`src/rtl/controle_tentativas.sv`:
```
// -----------------------------------------------------------------------------
// controle_tentativas
//
// Sequential front end of the safe. A press of the confirm button captures the
// 4-bit guess on the switches into `tentativa`, which feeds the external
// subtractor/comparator. One clock later the comparator's `igual` result is
// consumed. Consecutive wrong guesses are counted. After MAX_TENT failures the
// safe locks for LOCK_CYCLES clocks.
//
// Parameters
//   MAX_TENT         wrong guesses before lockout (1..7)
//   LOCK_CYCLES      clocks spent in lockout (>= 1)
//   DEBOUNCE_CYCLES  stable clocks needed on confirma (debounce build only)
//
// Optional feature
//   CONFIRMA_DEBOUNCE_EN  when defined, a debounce counter sits between the
//                         synchronizer and the edge detector. conf_p then
//                         asserts 3+DEBOUNCE_CYCLES clocks after a clean rise,
//                         and shorter pulses are discarded.
//
// Ports
//   clk        in   1  system clock, rising edge
//   rst        in   1  synchronous, active-high reset
//   chaves     in   4  guess from the switches (asynchronous, read on a press)
//   confirma   in   1  raw confirm button, active-high, asynchronous
//   igual      in   1  comparator result: senha == tentativa
//   tentativa  out  4  registered guess, drives subtractor input B
//   avaliar    out  1  1-clock strobe: igual is valid for current tentativa
//   aberto     out  1  safe open
//   bloqueado  out  1  lockout active
//   erros      out  3  consecutive wrong guesses so far, 0..MAX_TENT-1
//   estado     out  2  debug view of the FSM state register
//
// Handshake: avaliar is a one-clock strobe that is high while the FSM is in
// AVALIA. The comparator must present igual for the current tentativa during
// that clock, and igual is sampled at the end of that clock. igual is ignored
// in every other clock. No back-pressure exists.
// -----------------------------------------------------------------------------
module controle_tentativas #(
    parameter int MAX_TENT        = 3,
    parameter int LOCK_CYCLES     = 50_000_000,
    parameter int DEBOUNCE_CYCLES = 500_000
) (
    input  logic       clk,
    input  logic       rst,
    input  logic [3:0] chaves,
    input  logic       confirma,
    input  logic       igual,
    output logic [3:0] tentativa,
    output logic       avaliar,
    output logic       aberto,
    output logic       bloqueado,
    output logic [2:0] erros,
    output logic [1:0] estado
);

    localparam int                LOCK_W    = $clog2(LOCK_CYCLES + 1);
    localparam logic [LOCK_W-1:0] LOCK_INI  = LOCK_W'(LOCK_CYCLES - 1);
    localparam logic [3:0]        MAX_TENT4 = 4'(MAX_TENT);

    typedef enum logic [1:0] {
        OCIOSO    = 2'd0,
        AVALIA    = 2'd1,
        ABERTO    = 2'd2,
        BLOQUEADO = 2'd3
    } estado_t;

    estado_t           st;
    logic [LOCK_W-1:0] lock_cnt;

    // -------------------------------------------------------------------------
    // Input path: 2-FF synchronizer, optional debounce, rising-edge detector
    // -------------------------------------------------------------------------
    logic sync1;
    logic sync2;
    logic nivel;    // clean button level seen by the edge detector
    logic nivel_q;
    logic conf_p;

    always_ff @(posedge clk) begin
        if (rst) begin
            sync1 <= 1'b0;
            sync2 <= 1'b0;
        end else begin
            sync1 <= confirma;
            sync2 <= sync1;
        end
    end

`ifdef CONFIRMA_DEBOUNCE_EN
    localparam int              DB_W    = $clog2(DEBOUNCE_CYCLES + 1);
    localparam logic [DB_W-1:0] DB_LAST = DB_W'(DEBOUNCE_CYCLES - 1);

    logic            deb;
    logic [DB_W-1:0] db_cnt;

    // The debounced level follows sync2 only after sync2 has disagreed with it
    // for DEBOUNCE_CYCLES consecutive clocks. Any agreement restarts the count.
    always_ff @(posedge clk) begin
        if (rst) begin
            deb    <= 1'b0;
            db_cnt <= '0;
        end else if (sync2 != deb) begin
            if (db_cnt == DB_LAST) begin
                deb    <= sync2;
                db_cnt <= '0;
            end else begin
                db_cnt <= db_cnt + DB_W'(1);
            end
        end else begin
            db_cnt <= '0;
        end
    end

    assign nivel = deb;
`else
    // Without the debounce counter, the synchronized level feeds the edge
    // detector directly. DEBOUNCE_CYCLES has no effect in this build.
    logic unused_debounce_cfg;
    assign unused_debounce_cfg = (DEBOUNCE_CYCLES > 0);
    assign nivel               = sync2;
`endif

    // conf_p is registered, so a press reaches the FSM 3 clocks after
    // confirma rises (plus the debounce time when debounce is enabled).
    always_ff @(posedge clk) begin
        if (rst) begin
            nivel_q <= 1'b0;
            conf_p  <= 1'b0;
        end else begin
            nivel_q <= nivel;
            conf_p  <= nivel & ~nivel_q;
        end
    end

    // -------------------------------------------------------------------------
    // Control FSM. Outputs are registered and are updated in the same
    // assignment as the state, so they always match the state register.
    // -------------------------------------------------------------------------
    logic [3:0] erros_inc;
    assign erros_inc = {1'b0, erros} + 4'd1;

    always_ff @(posedge clk) begin
        if (rst) begin
            st        <= OCIOSO;
            tentativa <= 4'd0;
            erros     <= 3'd0;
            lock_cnt  <= '0;
            avaliar   <= 1'b0;
            aberto    <= 1'b0;
            bloqueado <= 1'b0;
        end else begin
            case (st)
                OCIOSO: begin
                    // The only place tentativa is written.
                    if (conf_p) begin
                        tentativa <= chaves;
                        st        <= AVALIA;
                        avaliar   <= 1'b1;
                    end
                end

                AVALIA: begin
                    // Lasts one clock. conf_p is ignored here.
                    avaliar <= 1'b0;
                    if (igual) begin
                        erros  <= 3'd0;
                        st     <= ABERTO;
                        aberto <= 1'b1;
                    end else if (erros_inc < MAX_TENT4) begin
                        erros <= erros_inc[2:0];
                        st    <= OCIOSO;
                    end else begin
                        // Last allowed failure: clear erros and start the lockout.
                        erros     <= 3'd0;
                        lock_cnt  <= LOCK_INI;
                        st        <= BLOQUEADO;
                        bloqueado <= 1'b1;
                    end
                end

                ABERTO: begin
                    // A press closes the safe. The switches are ignored.
                    if (conf_p) begin
                        st     <= OCIOSO;
                        aberto <= 1'b0;
                    end
                end

                BLOQUEADO: begin
                    // lock_cnt is loaded with LOCK_CYCLES-1 on entry, so the
                    // terminal count at 0 gives exactly LOCK_CYCLES clocks here.
                    if (lock_cnt == '0) begin
                        st        <= OCIOSO;
                        bloqueado <= 1'b0;
                    end else begin
                        lock_cnt <= lock_cnt - LOCK_W'(1);
                    end
                end

                default: begin
                    st        <= OCIOSO;
                    avaliar   <= 1'b0;
                    aberto    <= 1'b0;
                    bloqueado <= 1'b0;
                end
            endcase
        end
    end

    assign estado = st;

endmodule
```
`config.mk`:
```
export PLATFORM = sky130hd
export DESIGN_NAME = controle_tentativas
export DESIGN_NICKNAME = d
export VERILOG_FILES = /design/src/rtl/controle_tentativas.sv
export SDC_FILE = /design/constraint.sdc
export NUM_CORES = 1
export LEC_CHECK = 0
export CAP_MARGIN = 30
export CORE_ASPECT_RATIO = 2
export CORE_UTILIZATION = 25
export CTS_CLUSTER_DIAMETER = 120
export DETAILED_ROUTE_END_ITERATION = 8
export PLACE_DENSITY = 0.4
export SYNTH_ARGS = -nofsm -noshare
export SYNTH_HDL_FRONTEND = slang
export SYNTH_SLANG_ARGS = --single-unit
```
`constraint.sdc`:
```
create_clock -name clk -period 3.5 [get_ports clk]
set_clock_uncertainty 0.2 [all_clocks]
set_input_delay 0.7 -clock clk [delete_from_list [all_inputs] [get_ports clk]]
set_output_delay 0.7 -clock clk [all_outputs]
set_load 0.005 [all_outputs]
```
==> metrics.txt, run 1 <==
status completed; die area 8840 um2; Resized cells post-CTS 0; main combinational cell family by area after synthesis simple AND/OR/NAND/NOR gates; Boundary Pins 20; Max Clock Freq 419 MHz; number of nets at the end of the flow 260; setup ws final 1110 ps; TritonCTS buffer count 5; routed length per instance 16.9 um; DP HPWL 4340 um; core box area 8230 um2; synthesized-area fraction occupied by adder cells 0.0178; areal power density over the cells 410 nW/um2; total number of clock tree sinks 42; RSZ-0062 raised after global routing no; number of max-capacitance violations reported 0; initial cell density of the core 0.256; DRC violations left 0; share of the synthesized netlist area taken by xor and xnor gates 0.0373; average size of a mapped cell 9.30 um2; critical path peak fanout 9; global router's overall resource usage 0.148; count of TritonRoute iterations in the first routing pass 4; CTS Root Cell sky130_fd_sc_hd__clkbuf_16; clock-pin transition on the worst setup and hold timing paths 60 ps; Synth Cell Area 2110 um2; CP Capture Type flop; number of antenna violations at the first check in global routing 0; actual slew at the worst max-slew pin 979 ps; via count of the first global-routing pass 1,814; Period minus WS final 2390 ps; row count 47; Tot Pwr 1.07 mW; CTS tree done; number of setup buffers added after CTS 0; register bit total from synthesis 42; final weighted congestion in routability-driven placement 0.771; DIE WIDTH 67.0 um; Post-Route WL 5850 um; compound-cell area share of the yosys netlist 0.181; required time reported for the critical path endpoint 3500 ps; number of synthesized flops with an enable pin 0; Sum Neg Setup Slack 0 ps; worst-skew pair later-pin latency 290 ps; count of H-tree levels built during CTS 2; worst setup path category reg2reg; Worst VDD drop 0.259 mV; cell class contributing the biggest share of worst-path delay simple AND/OR/NAND/NOR gates; critical path's largest stage delay 490 ps; layout cells sized above 1 0.116; worst path bufs/invs 0; cells after synthesis 227; antenna-violating nets left 0; Tcrit/Tclk final 0.682; hold slack final 182 ps; area grow syn2layout 23.2%; Final Max Tran Viols 0; worst slew slack as a fraction of its limit 0.346; count of port buffers added during placement 19; series of cell instances along the critical path nor4_4, nand4_1, o21ai_2, o21ai_0, a31oi_1; count of synthesis-stage warnings from yosys 0; Final Hold Viols 0; fraction of the yosys area taken by sequential cells 0.398; post-synth net total 238; data arrival time at the worst-slack endpoint 2390 ps; Longest Clk Path Bufs 2; post-DR vias/cell 5.20; number of DRC markers in iteration 0 54; unique cell type count in the Yosys netlist 51; commonest register cell after synthesis sky130_fd_sc_hd__dfxtp_1; basic-gate share of the synthesized area counting and, or, nand and nor cells 0.311; hold bufs inserted after CTS 0; maximum number of pins on one net before global-route repair 29; Antenna Diode Count 0; Slowest-stage cell, CP sky130_fd_sc_hd__nor4_4; Chip Height 132 um; ys async rst share 0; fraction of synthesized area in multiplexers 0.0308; setup slack after placement 1070 ps; most common library cell in the layout ignoring fill and taps sky130_fd_sc_hd__dfxtp_1; Leak Pwr 0.911 nW; sort of element at the start of the critical path flop; HP Class reg2reg; number of setup violations in the final report 0; highest-count cells in the layout ignoring fill and taps sky130_fd_sc_hd__dfxtp_1 (42), sky130_fd_sc_hd__a21oi_1 (21), sky130_fd_sc_hd__clkdlybuf4s50_1 (19); wire length of the first global-routing pass 9400 um; vias after detailed routing 1,803; final global-route overflow total 0
[cell usage after synthesis (3+ instances only)]
master                     number  area [um2]
sky130_fd_sc_hd__a211oi_1       4        30.0
sky130_fd_sc_hd__a21oi_1       21         105
sky130_fd_sc_hd__a31oi_1        6        37.5
sky130_fd_sc_hd__clkbuf_1       5        18.8
sky130_fd_sc_hd__dfxtp_1       42         841
sky130_fd_sc_hd__ha_1           3        37.5
sky130_fd_sc_hd__inv_1          6        22.5
sky130_fd_sc_hd__mux2i_1        5        50.1
sky130_fd_sc_hd__nand2_1        9        33.8
sky130_fd_sc_hd__nand3b_1       3        22.5
sky130_fd_sc_hd__nor2_1        18        67.6
sky130_fd_sc_hd__nor2b_1        5        31.3
sky130_fd_sc_hd__nor3_1        10        50.1
sky130_fd_sc_hd__nor3b_1        3        22.5
sky130_fd_sc_hd__nor4_1         5        31.3
sky130_fd_sc_hd__nor4_4         3        63.8
sky130_fd_sc_hd__o21ai_0        7        35.0
sky130_fd_sc_hd__o31ai_1        6        45.0
sky130_fd_sc_hd__or3_1          9        56.3
sky130_fd_sc_hd__or4_1          8        60.1
sky130_fd_sc_hd__xnor2_1        4        35.0
sky130_fd_sc_hd__xor2_1         5        43.8
[area by class of cell]
| cell class | instances | area, um2 |
|---|---|---|
| fillers | 885 | 5630 |
| flip-flops and latches | 42 | 841 |
| clock buffers | 6 | 139 |
| repair buffers | 22 | 225 |
| clock inverters | 1 | 30.0 |
| inverters | 6 | 22.5 |
| multi-input cells | 172 | 1220 |
| well taps | 98 | 123 |
[power breakdown]
part | total, mW | switching, mW | internal [mW]
clock | 0.542 | 0.190 | 0.352
sequential | 0.486 | 0.00339 | 0.483
combinational | 0.0372 | 0.0173 | 0.0198
total | 1.07 | 0.211 | 0.855
[stage by stage]
stage                     utilization  instances  instance area (um2)
after global routing            0.316        347                 2600
final                           0.316        347                 2600
after detailed placement        0.295        340                 2430
after global placement          0.295        340                 2430
after floorplan                     -        227                 2110
after CTS                       0.316        347                 2600
[metal layers]
layer	GRT usage	vias up	routed length, um
met4	0.0946	0	232
met2	0.263	26	3280
met5	0	-	0
li1	-	907	-
met1	0.149	857	2220
met3	0.0285	13	113
[flip-flops by register name, indices dropped and copies added, names as in the netlist]
| register | cells |
|---|---|
| estado | 2 |
| bloqueado | 1 |
| avaliar | 1 |
| nivel_q | 1 |
| sync1 | 1 |
| nivel | 1 |
| tentativa | 4 |
| erros | 3 |
| conf_p | 1 |
| aberto | 1 |
| lock_cnt | 26 |
[kinds of logic (layout without fill, tap and decap cells)]
logic type / after synthesis / after routing
and+or+nand+nor: 96 / 96
AOI/OAI and AO/OA: 58 / 58
DFF: 42 / 42
buffers and inverters: 13 / 35
xor gates and xnor gates: 9 / 9
muxes: 6 / 6
adders and majority gates: 3 / 3
[final timing paths]
path | start | endpoint | slack [ps] | cells past startpoint
setup reg to reg | lock_cnt[4]$_SDFFE_PP0P_ | lock_cnt[14]$_SDFFE_PP0P_ | 1110 | 5
hold / removal | nivel_q$_SDFF_PP0_ | conf_p$_SDFF_PP0_ | 180 | 1
setup / recovery | lock_cnt[4]$_SDFFE_PP0P_ | lock_cnt[14]$_SDFFE_PP0P_ | 1110 | 5
hold reg to reg | nivel_q$_SDFF_PP0_ | conf_p$_SDFF_PP0_ | 180 | 1
Note: power is estimated with default switching activity, not from simulation.
==> run 2, diff against run 1 <==
--- a/config.mk
+++ b/config.mk
@@ -10,7 +10,7 @@
 export CORE_UTILIZATION = 25
 export CTS_CLUSTER_DIAMETER = 120
 export DETAILED_ROUTE_END_ITERATION = 8
-export PLACE_DENSITY = 0.4
+export PLACE_DENSITY = 0.42
 export SYNTH_ARGS = -nofsm -noshare
 export SYNTH_HDL_FRONTEND = slang
 export SYNTH_SLANG_ARGS = --single-unit
==> constraint.sdc (replaced) <==
create_clock -name clk -period 2.18 [get_ports clk]
set_clock_uncertainty 0.2 [all_clocks]
set_input_delay 0.436 -clock clk [delete_from_list [all_inputs] [get_ports clk]]
set_output_delay 0.436 -clock clk [all_outputs]
set_load 0.005 [all_outputs]
==> run 2 against run 1 <==
- register-to-register slack worse by 1000 ps
- clock-buffer cell count stayed put
- combinational power is 78% higher
- sequential cell count stayed put
- worst setup slack worse by 1000 ps
- core utilization is 3.4 points higher
- critical path type unchanged
- critical endpoint is now lock_cnt[18]$_SDFFE_PP0P_
- worst hold slack worse by 1.2 ps
==> metrics.txt, run 2 (synthesized netlist as in run 1, its figures left out) <==
reported net switching power 0.344 mW; power share of the clock group 0.463; fill count 874; number of flip-flops under the largest register name 26; CP Capture Type flop; switching fraction of total power 0.219; routed length per instance 15.7 um; worst slew slack as a fraction of its limit 0.675; Longest Clk Path Bufs 2; power share of the sequential group 0.495; actual slew at the worst max-slew pin 488 ps; hold slack final 181 ps; worst r2r path cells 7; count of TritonRoute iterations in the first routing pass 4; areal power density over the cells 546 nW/um2; HP Class reg2reg; Hold Path Cell Cnt 1; global router's overall resource usage 0.149; required time reported for the critical path endpoint 2200 ps; area grow syn2layout 36.5%; most common library cell in the layout ignoring fill and taps sky130_fd_sc_hd__dfxtp_1; DIE WIDTH 67.0 um; leading registers by flop count lock_cnt (26), tentativa (4), erros (3); status completed; DP HPWL 4600 um; Antenna Diode Count 0; vias after detailed routing 1,933; core box area 8230 um2; count of H-tree levels built during CTS 2; Chip Height 132 um; worst-skew pair later-pin latency 290 ps; number of max-capacitance violations reported 0; setup ws final 86.4 ps; row count 47; number of antenna violations at the first check in global routing 0; hold bufs inserted after CTS 0; post-DR vias/cell 5.05; Period minus WS final 2090 ps; Max Clock Freq 478 MHz; total number of clock tree sinks 42; Final Hold Viols 0; sort of element at the start of the critical path flop; Worst VDD drop 0.332 mV; highest-count cells in the layout ignoring fill and taps sky130_fd_sc_hd__dfxtp_1 (39), sky130_fd_sc_hd__buf_4 (38), sky130_fd_sc_hd__a21oi_1 (20); combined flip-flop and latch cell area 845 um2; Leak Pwr 1.07 nW; Sum Neg Setup Slack 0 ps; final weighted congestion in routability-driven placement 0.828; layout cells sized above 1 0.263; multi-input combinational cell area 1260 um2; CTS Root Cell sky130_fd_sc_hd__clkbuf_16; Combinational Power Share 0.042; number of nets at the end of the flow 296; setup slack after placement 4.54 ps; CTS tree done; number of DRC markers in iteration 0 70; via count of the first global-routing pass 1,912; critical path peak fanout 9; DRC violations left 0; initial cell density of the core 0.256; Post-Route WL 6000 um; Post-Route Utilization 0.350; Tcrit/Tclk final 0.960; data arrival time at the worst-slack endpoint 2110 ps; die area 8840 um2; count of port buffers added during placement 19; worst setup path category reg2reg; antenna-violating nets left 0; TritonCTS buffer count 5; final global-route overflow total 0; wire length of the first global-routing pass 9590 um; Boundary Pins 20; total internal power 1.23 mW; Final Max Tran Viols 0; clock-pin transition on the worst setup and hold timing paths 60 ps; maximum number of pins on one net before global-route repair 21; number of setup violations in the final report 0; largest reg by FF count lock_cnt
==> run 2: worst max-delay path: stages (launching register included) <==
cell and delay (ps):
sky130_fd_sc_hd__dfxtp_2 330, sky130_fd_sc_hd__inv_1 60, sky130_fd_sc_hd__ha_2 180, sky130_fd_sc_hd__or3b_4 400, sky130_fd_sc_hd__nor2_4 110, sky130_fd_sc_hd__o21ai_2 120, sky130_fd_sc_hd__or4_1 480, sky130_fd_sc_hd__a21oi_1 140
==> run 2: power by group through the flow <==
stage / Combinational (mW) / Clock [mW] / Sequential (mW)
floorplan: 0.0264 / 0 / 0.796
global placement: 0.0675 / 0 / 0.796
detailed placement: 0.0674 / 0 / 0.796
CTS: 0.0680 / 0.763 / 0.779
global route: 0.0722 / 0.784 / 0.780
finish: 0.0664 / 0.729 / 0.779
==> run 2: path summary, 6_finish.rpt <==
kind | slack, ps | endpoint | startpoint
min reg2reg | 180 | conf_p$_SDFF_PP0_ | nivel_q$_SDFF_PP0_
max | 90 | lock_cnt[18]$_SDFFE_PP0P_ | lock_cnt[1]$_SDFFE_PP0P_
min | 180 | conf_p$_SDFF_PP0_ | nivel_q$_SDFF_PP0_
max reg2reg | 90 | lock_cnt[18]$_SDFFE_PP0P_ | lock_cnt[1]$_SDFFE_PP0P_
==> run 2: area by class of cell <==
cell class / count / share of cell area
multi-input cells: 172 / 0.437
flip-flops and latches: 42 / 0.293
repair buffers: 58 / 0.172
clock buffers: 6 / 0.0447
well taps: 98 / 0.0426
inverters: 6 / 0.00782
clock inverters: 1 / 0.00261
==> run 2: what timing repair did <==
action / CTS / global route
endpoints found under the setup margin: 1 / 10
cloned: 0 / 0
pin swaps: 1 / 4
resized for setup: 0 / 14
buffers inserted: 0 / 2
==> run 2: layer usage <==
metal  share of wire  GRT usage  vias up
met4           0.033     0.0851        0
met5               0          0        -
met2            0.58      0.274       35
met1            0.37      0.145      911
li1                -          -      973
met3           0.021     0.0285       14
==> run 2: metrics by stage <==
step / power (mW) / cell area, um2 / instances
floorplan: 0.823 / 2110 / 227
global placement: 0.864 / 2690 / 375
detailed placement: 0.864 / 2690 / 375
CTS: 1.61 / 2830 / 382
global route: 1.64 / 2880 / 383
finish: 1.57 / 2880 / 383
